## config.mk

```make
export PLATFORM = sky130hd
export DESIGN_NAME = alu_ctrl_seq_flat
export DESIGN_NICKNAME = d
export VERILOG_FILES = /design/src/rtl/alu_ctrl_seq_pkg.sv /design/src/rtl/alu_ctrl_seq_if.sv /design/src/rtl/alu_ctrl_seq_md_busy_counter.sv /design/src/rtl/alu_ctrl_seq.sv /design/src/flat_wrapper.sv
export SDC_FILE = /design/constraint.sdc
export NUM_CORES = 1
export LEC_CHECK = 0
export CAP_MARGIN = 20
export CORE_MARGIN = 2
export CORE_UTILIZATION = 49
export DETAILED_ROUTE_END_ITERATION = 6
export PLACE_DENSITY = 0.78
export SYNTH_ARGS = -nofsm -noshare
export SYNTH_HDL_FRONTEND = slang
export SYNTH_SLANG_ARGS = --single-unit
```

## constraint.sdc

```tcl
create_clock -name clk -period 2.75 [get_ports clk]
set_input_delay 0.6875 -clock clk [delete_from_list [all_inputs] [get_ports clk]]
set_output_delay 0.6875 -clock clk [all_outputs]
set_load 0.02 [all_outputs]
```

## src/rtl/alu_ctrl_seq_pkg.sv

```systemverilog
// Shared execute-stage ALU control definitions: control codes, funct and alu_op
// encodings, FSM state encoding and the combinational decode function.
package alu_ctrl_seq_pkg;

  localparam logic [3:0] AluAnd  = 4'b0000;
  localparam logic [3:0] AluOr   = 4'b0001;
  localparam logic [3:0] AluAdd  = 4'b0010;
  localparam logic [3:0] AluSub  = 4'b0110;
  localparam logic [3:0] AluSlt  = 4'b0111;
  localparam logic [3:0] AluSll  = 4'b1000;
  localparam logic [3:0] AluSrl  = 4'b1001;
  localparam logic [3:0] AluNor  = 4'b1100;
  localparam logic [3:0] AluMult = 4'b1101;
  localparam logic [3:0] AluDiv  = 4'b1110;

  localparam logic [5:0] FunctAdd  = 6'b100000;
  localparam logic [5:0] FunctSub  = 6'b100010;
  localparam logic [5:0] FunctAnd  = 6'b100100;
  localparam logic [5:0] FunctOr   = 6'b100101;
  localparam logic [5:0] FunctNor  = 6'b100111;
  localparam logic [5:0] FunctSlt  = 6'b101010;
  localparam logic [5:0] FunctSll  = 6'b000000;
  localparam logic [5:0] FunctSrl  = 6'b000010;
  localparam logic [5:0] FunctMult = 6'b011000;
  localparam logic [5:0] FunctDiv  = 6'b011010;

  localparam logic [1:0] OpAdd   = 2'b00;
  localparam logic [1:0] OpSub   = 2'b01;
  localparam logic [1:0] OpRtype = 2'b10;
  localparam logic [1:0] OpSlt   = 2'b11;

  localparam logic [0:0] StIdle = 1'b0;
  localparam logic [0:0] StBusy = 1'b1;

  typedef struct packed {
    logic [3:0] code;
    logic       illegal;
    logic       is_md;
  } dec_t;

  function automatic dec_t decode(input logic [1:0] alu_op, input logic [5:0] funct);
    dec_t d;
    d = '{code: AluAdd, illegal: 1'b0, is_md: 1'b0};
    case (alu_op)
      OpAdd:   d.code = AluAdd;
      OpSub:   d.code = AluSub;
      OpSlt:   d.code = AluSlt;
      OpRtype: begin
        case (funct)
          FunctAdd:  d.code = AluAdd;
          FunctSub:  d.code = AluSub;
          FunctAnd:  d.code = AluAnd;
          FunctOr:   d.code = AluOr;
          FunctNor:  d.code = AluNor;
          FunctSlt:  d.code = AluSlt;
          FunctSll:  d.code = AluSll;
          FunctSrl:  d.code = AluSrl;
          FunctMult: begin d.code = AluMult; d.is_md = 1'b1; end
          FunctDiv:  begin d.code = AluDiv;  d.is_md = 1'b1; end
          default:   d.illegal = 1'b1;
        endcase
      end
      default: d.code = AluAdd;
    endcase
    return d;
  endfunction

endpackage

```

## src/rtl/alu_ctrl_seq_if.sv

```systemverilog
// Instruction/control bundle between the main decoder side and the ALU control unit.
interface alu_ctrl_seq_if #(
  parameter int unsigned CTRL_W = 4
);
  logic              valid_in;
  logic [5:0]        funct;
  logic [1:0]        alu_op;
  logic              flush;
  logic              valid_out;
  logic [CTRL_W-1:0] alu_ctrl;
  logic              illegal;
  logic              md_start;
  logic              md_busy;
  logic              md_done;
  logic              stall;

  modport master (
    output valid_in, funct, alu_op, flush,
    input  valid_out, alu_ctrl, illegal, md_start, md_busy, md_done, stall
  );

  modport slave (
    input  valid_in, funct, alu_op, flush,
    output valid_out, alu_ctrl, illegal, md_start, md_busy, md_done, stall
  );
endinterface

```

## src/rtl/alu_ctrl_seq_md_busy_counter.sv

```systemverilog
// Load/decrement busy counter for the mult/div unit; tc flags a zero count.
module alu_ctrl_seq_md_busy_counter #(
  parameter int unsigned CNT_W = 8
) (
  input  logic             clk,
  input  logic             rst_n,
  input  logic             load,
  input  logic [CNT_W-1:0] load_val,
  input  logic             dec,
  output logic             tc
);
  logic [CNT_W-1:0] cnt_q, cnt_d;

  always_comb begin
    cnt_d = cnt_q;
    if (load) begin
      cnt_d = load_val;
    end else if (dec && (cnt_q != '0)) begin
      cnt_d = cnt_q - CNT_W'(1);
    end
  end

  always_ff @(posedge clk) begin
    if (!rst_n) cnt_q <= '0;
    else        cnt_q <= cnt_d;
  end

  assign tc = (cnt_q == '0);
endmodule

```

## src/rtl/alu_ctrl_seq.sv

```systemverilog
// Registered ALU control decode with MULT/DIV busy sequencing and pipeline stall.
module alu_ctrl_seq #(
  parameter int unsigned CTRL_W     = 4,
  parameter int unsigned MD_LATENCY = 32,
  parameter int unsigned CNT_W      = 8
) (
  input logic           clk,
  input logic           rst_n,
  alu_ctrl_seq_if.slave bus
);
  import alu_ctrl_seq_pkg::*;

  dec_t              dec;
  logic              accept, md_load, busy, tc, stall;
  logic [0:0]        state_q, state_d;
  logic              valid_q, illegal_q;
  logic [CTRL_W-1:0] ctrl_q;

  assign dec     = decode(bus.alu_op, bus.funct);
  assign busy    = (state_q == StBusy);
  assign stall   = busy & ~tc;
  assign accept  = bus.valid_in & ~stall & ~bus.flush;
  assign md_load = accept & dec.is_md;

  // From count 0 a fresh MULT/DIV reloads and keeps BUSY, so no IDLE bubble.
  always_comb begin
    state_d = state_q;
    case (state_q)
      StIdle:  if (md_load) state_d = StBusy;
      StBusy:  if (tc && !md_load) state_d = StIdle;
      default: state_d = StIdle;
    endcase
  end

  always_ff @(posedge clk) begin
    if (!rst_n) begin
      state_q   <= StIdle;
      valid_q   <= 1'b0;
      ctrl_q    <= '0;
      illegal_q <= 1'b0;
    end else begin
      state_q <= state_d;
      if (bus.flush) begin
        valid_q   <= 1'b0;
        illegal_q <= 1'b0;
      end else if (accept) begin
        valid_q   <= 1'b1;
        ctrl_q    <= CTRL_W'(dec.code);
        illegal_q <= dec.illegal;
      end else begin
        valid_q <= 1'b0;
      end
    end
  end

  alu_ctrl_seq_md_busy_counter #(
    .CNT_W(CNT_W)
  ) u_md_cnt (
    .clk      (clk),
    .rst_n    (rst_n),
    .load     (md_load),
    .load_val (CNT_W'(MD_LATENCY - 1)),
    .dec      (stall),
    .tc       (tc)
  );

  assign bus.valid_out = valid_q;
  assign bus.alu_ctrl  = ctrl_q;
  assign bus.illegal   = illegal_q;
  assign bus.md_start  = valid_q & ((ctrl_q == CTRL_W'(AluMult)) | (ctrl_q == CTRL_W'(AluDiv)));
  assign bus.md_busy   = busy;
  assign bus.md_done   = busy & tc;
  assign bus.stall     = stall;
endmodule

```

## src/flat_wrapper.sv

```systemverilog
// flat-port wrapper written by rule: the top's interface ports become plain ports
module alu_ctrl_seq_flat import alu_ctrl_seq_pkg::*;
#(
  parameter int unsigned CTRL_W     = 4,
  parameter int unsigned MD_LATENCY = 32,
  parameter int unsigned CNT_W      = 8
)
  (clk, rst_n, bus_valid_in, bus_funct, bus_alu_op, bus_flush, bus_valid_out, bus_alu_ctrl, bus_illegal, bus_md_start, bus_md_busy, bus_md_done, bus_stall);
  alu_ctrl_seq_if #(.CTRL_W(CTRL_W)) bus_i ();
  input logic clk;
  input logic rst_n;
  input wire logic [$bits(bus_i.valid_in)-1:0] bus_valid_in;
  input wire logic [$bits(bus_i.funct)-1:0] bus_funct;
  input wire logic [$bits(bus_i.alu_op)-1:0] bus_alu_op;
  input wire logic [$bits(bus_i.flush)-1:0] bus_flush;
  output wire logic [$bits(bus_i.valid_out)-1:0] bus_valid_out;
  output wire logic [$bits(bus_i.alu_ctrl)-1:0] bus_alu_ctrl;
  output wire logic [$bits(bus_i.illegal)-1:0] bus_illegal;
  output wire logic [$bits(bus_i.md_start)-1:0] bus_md_start;
  output wire logic [$bits(bus_i.md_busy)-1:0] bus_md_busy;
  output wire logic [$bits(bus_i.md_done)-1:0] bus_md_done;
  output wire logic [$bits(bus_i.stall)-1:0] bus_stall;
  assign bus_i.valid_in = bus_valid_in;
  assign bus_i.funct = bus_funct;
  assign bus_i.alu_op = bus_alu_op;
  assign bus_i.flush = bus_flush;
  assign bus_valid_out = bus_i.valid_out;
  assign bus_alu_ctrl = bus_i.alu_ctrl;
  assign bus_illegal = bus_i.illegal;
  assign bus_md_start = bus_i.md_start;
  assign bus_md_busy = bus_i.md_busy;
  assign bus_md_done = bus_i.md_done;
  assign bus_stall = bus_i.stall;
  alu_ctrl_seq #(.CTRL_W(CTRL_W), .MD_LATENCY(MD_LATENCY), .CNT_W(CNT_W)) u_core (.clk(clk), .rst_n(rst_n), .bus(bus_i));
endmodule
```

-- After elaboration in Yosys (flattened, before gate mapping)
Cells that the tools add are included.
- $add $sub $neg: 1
- equality and inequality tests: 14
- mux-type cells: 11
- bitwise operators: 12
- reduce and logical (&&, ||, !) cells: 13
- operator list (operator ; count):
    $eq A6 B6 Y1 const B ; 6
    $pmux W4 S9 ; 1
    $pmux W4 S4 ; 1
    $eq A6 B5 Y1 const B ; 2
    $mux W5 ; 2
    $reduce_or A10 Y1 ; 1
    $eq A4 B4 Y1 const B ; 2
    $logic_not A8 Y1 ; 1
    $reduce_bool A8 Y1 ; 1
    $sub A8 B1 Y8 const B ; 1
    $and A1 B1 Y1 ; 6
    $eq A6 B2 Y1 const B ; 1
    $logic_not A6 Y1 ; 1
    $reduce_or A2 Y1 ; 3
    $mux W1 ; 5
    $not A1 Y1 ; 5
    $eq A2 B2 Y1 const B ; 2
    $eq A2 B1 Y1 const B ; 1
    $logic_and A1 B1 Y1 ; 2
    $logic_not A2 Y1 ; 1
    $mux W2 ; 1
    $pmux W1 S2 ; 1
    $reduce_and A2 Y1 ; 1
    $reduce_bool A2 Y1 ; 1
    2 further kinds ; 2
- register bits after elaboration: 15
- bits of input ports: 12
- word-level logic and storage cells: 57

-- Longest topological paths before layout
Gate-level depths: netlist of the first run.
- word-level depth: 11
- gate-level depth with buffers: 8
- gate-level depth less buffers: 7

-- Modules after synthesis
From an unflattened synthesis of the first run, not the netlist that was laid out.
- cells, all modules: 119
- area, all modules: 983.4 µm²
- by module, submodules not included (module ; times used ; cells each ; area each (µm²) ; sequential area each (µm²)):
    alu_ctrl_seq_md_busy_counter ; 1 ; 58 ; 508.0 ; 160.2
    alu_ctrl_seq ; 1 ; 61 ; 475.5 ; 140.1

-- Worst setup path before layout of the first run
OpenSTA, ideal clock, no wires.
- path kind: reg2out
- from: register u_core.u_md_cnt.cnt_q[0]
- to: output port bus_stall
- data arrival time: 1743 ps
- slack: 319 ps
- stages on the path, launching flop included: 7
- cells stage by stage: dfxtp_1 inv_1 ha_1 or4b_1 buf_2 o41ai_4 inv_2
- longest elaborated chain between the ends: 3
- ends and longest elaborated chain (element ; line ; source):
    start: declaration ; alu_ctrl_seq_md_busy_counter.sv:12 ; logic [CNT_W-1:0] cnt_q, cnt_d;
    start signal: assignment ; alu_ctrl_seq_md_busy_counter.sv:25 ; else cnt_q <= cnt_d;
    $logic_not A8 Y1 ; alu_ctrl_seq_md_busy_counter.sv:28 ; assign tc = (cnt_q == '0);
    $not A1 Y1 ; alu_ctrl_seq.sv:21 ; assign stall = busy & ~tc;
    $and A1 B1 Y1 ; alu_ctrl_seq.sv:21 ;
    end: declaration ; flat_wrapper.sv:22 ; output wire logic [$bits(bus_i.stall)-1:0] bus_stall;
No other way between the ends.

-- Worst setup path after layout of the first run
- from: register u_core.u_md_cnt.cnt_q[1]
- to: output port bus_stall
The elaborated chain is that of the path after synthesis.

==> metrics.md, run 1 <==
| Metric | Value |
|---|---|
| Global Route Usage Sum | 21.71% |
| Leakage Power | 0.4693 nW |
| Area of the multi-input gates | 668.1 um^2 |
| Final WL | 2.409 mm |
| Reg area | 300.3 um^2 |
| Hold/Removal Path Class | reg2reg |
| H-tree Lvls | 1 |
| CP max stage delay | 0.47 ns |
| P_int | 0.0003109 W |
| Comb pwr share | around 17% |
| Yosys reg bits | 15 |
| # DRC | 0 |
| Crit-path slowest cell | or4b_4 |
| Fin cells | roughly 170 |
| Setup CP Type | reg2out |
| Min-Delay Endpoint | u_core.u_md_cnt.cnt_q[1] |
| Num ports | 22 |
| VDD IR max | 241.1 uV |
| First-pass GRT wire length | 4.064 mm |
| DP Worst Slack | roughly 0.065 ns |
| Placer congestion estimate | 0.9135 |
| Hold path depth | 2 |
| Sw Share | 27.49% |
| Reg2reg end | u_core.u_md_cnt.cnt_q[6] |
| Synth-to-layout area growth | 30.01% |
| Hold WS | 0.4959 ns |
| Worst Reg2Reg Path Length in Cells | 8 |
| Dpl hpwl | 1.746 mm |
| Top cells by area, synth | dfxtp_1 30%, a21oi_1 4.5%, xnor2_1 4.4% |
| Buffers & Inverters on Critical Path | 4 |
| Initial antenna violation count | 0 |
| Reg-to-reg critical path startpoint | u_core.u_md_cnt.cnt_q[1] |
| Routed vias | 1,025 |
| WP data arrival | between 1.5 and 2 ns |
| # placed instances | 170 |
| Clock Path Buffers | 2 |
| Hold path start | u_core.u_md_cnt.cnt_q[1] |
| Fin area | ~1300 um^2 |
| PortBufs | 21 |
| Reg2reg setup slack | 0.57 ns |
| Initial DRC Count | 30 |
| Ys async rst share | 0% |
| Final setup viols | 0 |
| CTS buffer count | 3 |
| Core area | 1942 um^2 |
| WL per Instance | approximately 14 um |
| CTS tree | built |
| Cell taking the most area after synthesis | dfxtp_1 |
| Diodes inserted | 0 |
| CP Capture Type | output port |
| Post-synthesis sequential area ratio | 29.89% |
| Syn Area/Cell | slightly above 8 um^2 |
| Setup crit start kind | flip-flop |
| Cell Area, Synth | 1005 um^2 |
| Root buf cell | clkbuf_4 |
| Synthesized netlist cell count | 122 |
| Synthesis warning total | 0 |
| Final hold viol count | 0 |
| Fmax | 0.3770 GHz |
| Cell variety after synth | 43 |
| Filler instances | 175 |
| Status | finished, final reports clean |
| Placed cell areas | 1274 um^2 |
| Post-synth EDFFs | 0 |
| Power share of the clock group | 30.8% |
| Critical path fanouts, max | 4 |
| Largest net degree at the start of global routing | 13 |
| Die area | 2429 um^2 |
| Final Skew | around 0.0055 ns |
| Final ANT Viol Nets | 0 |
| Nets@finish | 162 |
| Grt total ovfl | 0 |
| Proportion of layout cells with a drive suffix above 1 | 13.61% |
| Commonest cells in the netlist | 15 x dfxtp_1, 9 x a21oi_1, 8 x nand2_1, 7 x nor2_1, 6 x clkbuf_1 |
| Row count | 16 |
| Least-Margin Pin Slew | 0.5629 ns |
| Starting Density | 51.74% |
| Most common cell in the netlist | dfxtp_1 |
| Req. time, crit path | 2.06 ns |
| Max Cap Viol | 0 |
| Crit share post-route | 96.45% |
| Synth Flop Type | dfxtp_1 |
| Syn Nets | approximately 140 |
| Crit path cell chain | inv_1 -> ha_1 -> or4b_4 -> buf_4 -> o41ai_4 -> inv_2 -> buf_2 |
| Switch Pwr | between 0.0001 and 0.00015 W |
| Skew-Pair Late Insertion Delay | 0.29 ns |
| Total clock sinks | 15 |
| Worst slew margin | 61.96% |
| Vias per std cell | between 5 and 6 |
| Final TNS setup | 0 ns |
| Hold_buf cts | 0 |
| Die X | 49.28 um |
| Setup WS post-layout | 0.09772 ns |
| Die height | 49.28 um |
| RSZ-0062 raised after global routing | no |
| Top delay family on crit path | buffers and inverters |
| Pwr Density | 328.2 nW/um^2 |
| DR pass1 iterations | 4 |
| Seq pwr share | 52.2% |
| Area share of the leading cell type in the synthesized netlist | 29.89% |
| Final Slew Violations | 0 |
| Crit path time final | 2.652 ns |
| Clock transition at the registers of the reported paths | ~0.10 ns |
| Vias in the first global route | 940 |
-- state kept, by name, summed over array words and instances, names as in the netlist --
| signal | count |
|---|---|
| u_core.u_md_cnt.cnt_q | 8 |
| u_core.bus.alu_ctrl | 4 |
| u_core.bus.illegal | 1 |
| u_core.bus.md_busy | 1 |
| u_core.bus.valid_out | 1 |
-- power groups by stage --
stage	sequential, W	clock (W)	combinational [W]
after floorplan	0.000232	0	0.0000344
after global placement	0.000228	0	0.0000704
after detailed placement	0.000229	0	0.0000720
after CTS	0.000224	0.000136	0.0000731
after global routing	0.000224	0.000143	0.0000792
final	0.000224	0.000132	0.0000733
-- cell usage in the layout, fill, tap and decap left out, types with 4 or more instances in the layout --
| master | netlist | final |
|---|---|---|
| clkdlybuf4s50_1 | 0 | 19 |
| dfxtp_1 | 15 | 15 |
| a21oi_1 | 9 | 9 |
| nand2_1 | 8 | 8 |
| nor2_1 | 7 | 7 |
| nand2b_1 | 4 | 4 |
| buf_4 | 0 | 7 |
| a211oi_1 | 4 | 4 |
| xnor2_1 | 5 | 5 |
| nor3_1 | 5 | 5 |
| inv_1 | 4 | 4 |
-- metrics by stage --
| stage | power (W) | util [%] |
|---|---|---|
| after floorplan | 0.0002668 | - |
| after global placement | 0.0002988 | 65.59 |
| after detailed placement | 0.0003006 | 65.59 |
| after CTS | 0.0004322 | 67.20 |
| after global routing | 0.0004459 | 67.27 |
| final | 0.0004287 | 67.27 |
-- worst min-delay path, stage by stage, from the launching register on --
cell	delay (ns)
dfxtp_1	0.33
nand2_1	0.05
a31oi_1	0.07
-- per-layer routing --
metal	share of wire [%]	GRT usage, %	routed length, um	up-vias
li1	-	-	-	504
met4	2.4	10.95	58	0
met5	0	0	0	-
met3	5.2	3.681	125	8
met2	46	34.46	1109	33
met1	46	28.14	1115	480
-- what timing repair did --
action,in CTS,in global routing
gates resized for setup,7,1
setup endpoints to repair,2,1
buffers inserted,0,0
-- logic make-up (layout without fill, tap and decap cells) --
family,Yosys count,in the layout,share of synthesized area [%]
AND/OR/NAND/NOR,56,56,35.24
AO/OA/AOI/OAI,31,31,22.54
flip-flops,15,15,29.89
buffers and inverters,12,37,4.606
XOR/XNOR,6,6,5.230
adder cells (fa/ha/maj),2,2,2.490
-- layout make-up --
cell class / count / area share, %
Multi-Input combinational cell: 95 / 51.15
Sequential cell: 15 / 22.99
Clock inverter: 1 / 0.3831
Timing Repair Buffer: 28 / 19.73
Inverter: 5 / 1.437
Tap cell: 27 / 2.586
Clock buffer: 3 / 1.724
-- how the worst max path moves through the flow --
stage | slack [ns] | end | cells after the start | startpoint
2_1_floorplan | 0.32 | bus_stall | 6 | u_core.u_md_cnt.cnt_q[0]
3_3_place_gp | 0.07 | bus_stall | 7 | u_core.u_md_cnt.cnt_q[1]
3_5_place_dp | 0.07 | bus_stall | 7 | u_core.u_md_cnt.cnt_q[1]
4_1_cts | 0.08 | bus_stall | 7 | u_core.u_md_cnt.cnt_q[1]
5_1_grt | 0.0002 | bus_stall | 7 | u_core.u_md_cnt.cnt_q[1]
6_report | 0.1 | bus_stall | 7 | u_core.u_md_cnt.cnt_q[1]
Power figures use the tool's default switching activity.
==> inputs of run 2 (changes only) <==
--- a/config.mk
+++ b/config.mk
@@ -5,11 +5,14 @@
 export SDC_FILE = /design/constraint.sdc
 export NUM_CORES = 1
 export LEC_CHECK = 0
+export ABC_CLOCK_PERIOD_IN_PS = 2750
 export CAP_MARGIN = 20
+export CELL_PAD_IN_SITES_DETAIL_PLACEMENT = 1
+export CELL_PAD_IN_SITES_GLOBAL_PLACEMENT = 2
 export CORE_MARGIN = 2
-export CORE_UTILIZATION = 49
+export CORE_UTILIZATION = 28
 export DETAILED_ROUTE_END_ITERATION = 6
-export PLACE_DENSITY = 0.78
+export PLACE_DENSITY_LB_ADDON = 0.1
 export SYNTH_ARGS = -nofsm -noshare
 export SYNTH_HDL_FRONTEND = slang
 export SYNTH_SLANG_ARGS = --single-unit
==> run 2 against run 1 <==
First-iteration DRC count increased by 67%. Global-route usage decreased by 5.7 points. Register-to-register slack about the same. Clock power increased by 7%. Clock skew increased by 0.0094 ns. Via count is 2.2% lower. Critical path type unchanged.
==> metrics.md, run 2 (same netlist as run 1, synthesis figures left out) <==
| Metric | Value |
|---|---|
| Crit path time final | 2.666 ns |
| Synth-to-layout area growth | 35.99% |
| Initial antenna violation count | 0 |
| Crit share post-route | 96.94% |
| Max Cap Viol | 0 |
| Initial DRC Count | 50 |
| Global Route Usage Sum | 16.04% |
| Nets@finish | about 170 |
| Placer congestion estimate | 0.7805 |
| Routed vias | 1,002 |
| Most common cell after layout, fill and taps aside | clkdlybuf4s50_1 |
| Req. time, crit path | between 2 and 2.5 ns |
| Max reg flops | 8 |
| Final Slew Violations | 0 |
| Reg2reg end | u_core.u_md_cnt.cnt_q[6] |
| Fin cells | between 150 and 200 |
| CTS tree | built |
| Die X | 63.90 um |
| First-pass GRT wire length | 5.078 mm |
| Root buf cell | clkbuf_4 |
| Hold path start | u_core.u_md_cnt.cnt_q[1] |
| Final hold viol count | 0 |
| H-tree Lvls | 1 |
| Die area | 4083 um^2 |
| # DRC | 0 |
| Least-Margin Pin Slew | around 0.53 ns |
| Worst Setup SP | u_core.u_md_cnt.cnt_q[0] |
| Crit path cell chain | inv_2 -> ha_2 -> or4b_4 -> buf_6 -> o41ai_4 -> inv_2 -> buf_4 |
| Hold WS | ~0.50 ns |
| DR pass1 iterations | 2 |
| Most frequent CP cell | inv_2 |
| PortBufs | 21 |
| Vias in the first global route | 1,045 |
| Final ANT Viol Nets | 0 |
| Skew-Pair Late Insertion Delay | 0.31 ns |
| Vias per std cell | 5.112 |
| Area of the multi-input gates | 670.6 um^2 |
| Most flops, register | u_core.u_md_cnt.cnt_q |
| CTS buffer count | 3 |
| Reg-to-reg critical path startpoint | u_core.u_md_cnt.cnt_q[0] |
| Most frequent cells in the layout | 19 x clkdlybuf4s50_1, 13 x dfxtp_1, 10 x buf_4 |
| Largest net degree at the start of global routing | 13 |
| Filler instances | 413 |
| CP max stage delay | roughly 0.48 ns |
| Worst Reg2Reg Path Length in Cells | 8 |
| Critical path fanouts, max | 3 |
| Reg area | 302.8 um^2 |
| Final WL | around 3.0 mm |
| Setup CP Type | reg2out |
| Num ports | 22 |
| Top delay family on crit path | simple AND/OR/NAND/NOR gates |
| WP data arrival | 1.98 ns |
| Clock Path Buffers | 2 |
| Row count | 21 |
| Pwr Density | 323.2 nW/um^2 |
| Total number of cells along the worst setup path | 7 |
| Hold/Removal Path Class | reg2reg |
| Crit-path slowest cell | or4b_4 |
| Final Skew | 0.01491 ns |
| Worst slew margin | 64.20% |
| Final setup viols | 0 |
| WL per Instance | 15.10 um |
| # placed instances | approximately 190 |
| Fmax | 0.3751 GHz |
| Dpl hpwl | approximately 2.2 mm |
| Starting Density | 29.64% |
| Clock transition at the registers of the reported paths | 0.11 ns |
| Core area | around 3400 um^2 |
| Grt total ovfl | 0 |
| CP Capture Type | output port |
| Final TNS setup | 0 ns |
| Setup crit start kind | flip-flop |
| Total clock sinks | 15 |
| DP Worst Slack | 0.03627 ns |
| Reg2reg setup slack | 0.57 ns |
| Leakage Power | ~0.48 nW |
| Diodes inserted | 0 |
| Setup WS post-layout | 0.08412 ns |
| VDD IR max | 118.2 uV |
| CP endpoint | bus_stall |
| Proportion of layout cells with a drive suffix above 1 | 18.67% |
| Fin util | ~40% |
| Die height | between 60 and 70 um |
| Buffers & Inverters on Critical Path | 4 |
| Status | finished, final reports clean |
run 2: changes by cell type in the layout (fill, tap and decap cells not counted):
cell / before / now
inv_1: 4 / 2
clkinvlp_4: 0 / 1
ha_2: 0 / 1
inv_2: 1 / 3
buf_2: 1 / 0
buf_6: 0 / 1
ha_1: 2 / 1
dfxtp_2: 0 / 2
dfxtp_1: 15 / 13
clkinv_2: 1 / 0
buf_4: 7 / 10
run 2: repair_timing:
item,CTS,global route
buffers inserted,0,1
resized for setup,7,8
pin swaps,1,1
endpoints found under the setup margin,2,2
hold buffers,0,0
run 2: worst min-delay path by stage:
stage | to | slack [ns] | cells after the start
2_1_floorplan | u_core.u_md_cnt.cnt_q[1] | 0.47 | 2
3_3_place_gp | u_core.u_md_cnt.cnt_q[1] | 0.48 | 2
3_5_place_dp | u_core.u_md_cnt.cnt_q[1] | 0.49 | 2
4_1_cts | u_core.u_md_cnt.cnt_q[1] | 0.50 | 2
5_1_grt | u_core.u_md_cnt.cnt_q[1] | 0.53 | 2
6_report | u_core.u_md_cnt.cnt_q[1] | 0.50 | 2
run 2: per-stage QoR:
step,power (W),cell area (um^2)
after floorplan,0.0002668,1005
after global placement,0.0003041,1313
after detailed placement,0.0003052,1313
after CTS,0.0004491,1341
after global routing,0.0004693,1366
final,0.0004416,1366
run 2: final cells by class:
class / instances / area share, %
Sequential cell: 15 / 22.16
Timing Repair Buffer: 31 / 20.97
Clock buffer: 3 / 1.648
Clock inverter: 1 / 0.5495
Tap cell: 46 / 4.212
Multi-Input combinational cell: 95 / 49.08
Inverter: 5 / 1.374
run 2: per-layer routing:
layer  part of all wire, %  wire (um)  vias up  track usage [%]
met5                     0          0        -                0
met4                   1.3         38        0            4.891
met3                   3.3         97        4            3.697
met2                    46       1355       17            25.39
met1                    50       1467      475            21.51
li1                      -          -      506                -
run 2: report_power, final:
part | total, W | switching, W | internal [W] | leakage, nW
combinational | 0.0000764 | 0.0000382 | 0.0000383 | 0.345
sequential | 0.000224 | 0.00000324 | 0.000221 | 0.123
clock | 0.000141 | 0.0000857 | 0.0000556 | 0.0139
run 2: tightest hold or removal path, cell delays in order (launching register included):
cell and delay (ns):
dfxtp_2 0.35, nand2_1 0.05, a31oi_1 0.07
==> inputs of run 3 (changes only) <==
--- a/config.mk
+++ b/config.mk
@@ -12,7 +12,9 @@
 export CORE_MARGIN = 2
 export CORE_UTILIZATION = 28
 export DETAILED_ROUTE_END_ITERATION = 6
+export GPL_ROUTABILITY_DRIVEN = 0
 export PLACE_DENSITY_LB_ADDON = 0.1
+export SLEW_MARGIN = 20
 export SYNTH_ARGS = -nofsm -noshare
 export SYNTH_HDL_FRONTEND = slang
 export SYNTH_SLANG_ARGS = --single-unit
==> results of run 3 <==
The final DEF is identical to that of run 2; final timing and power are the same.
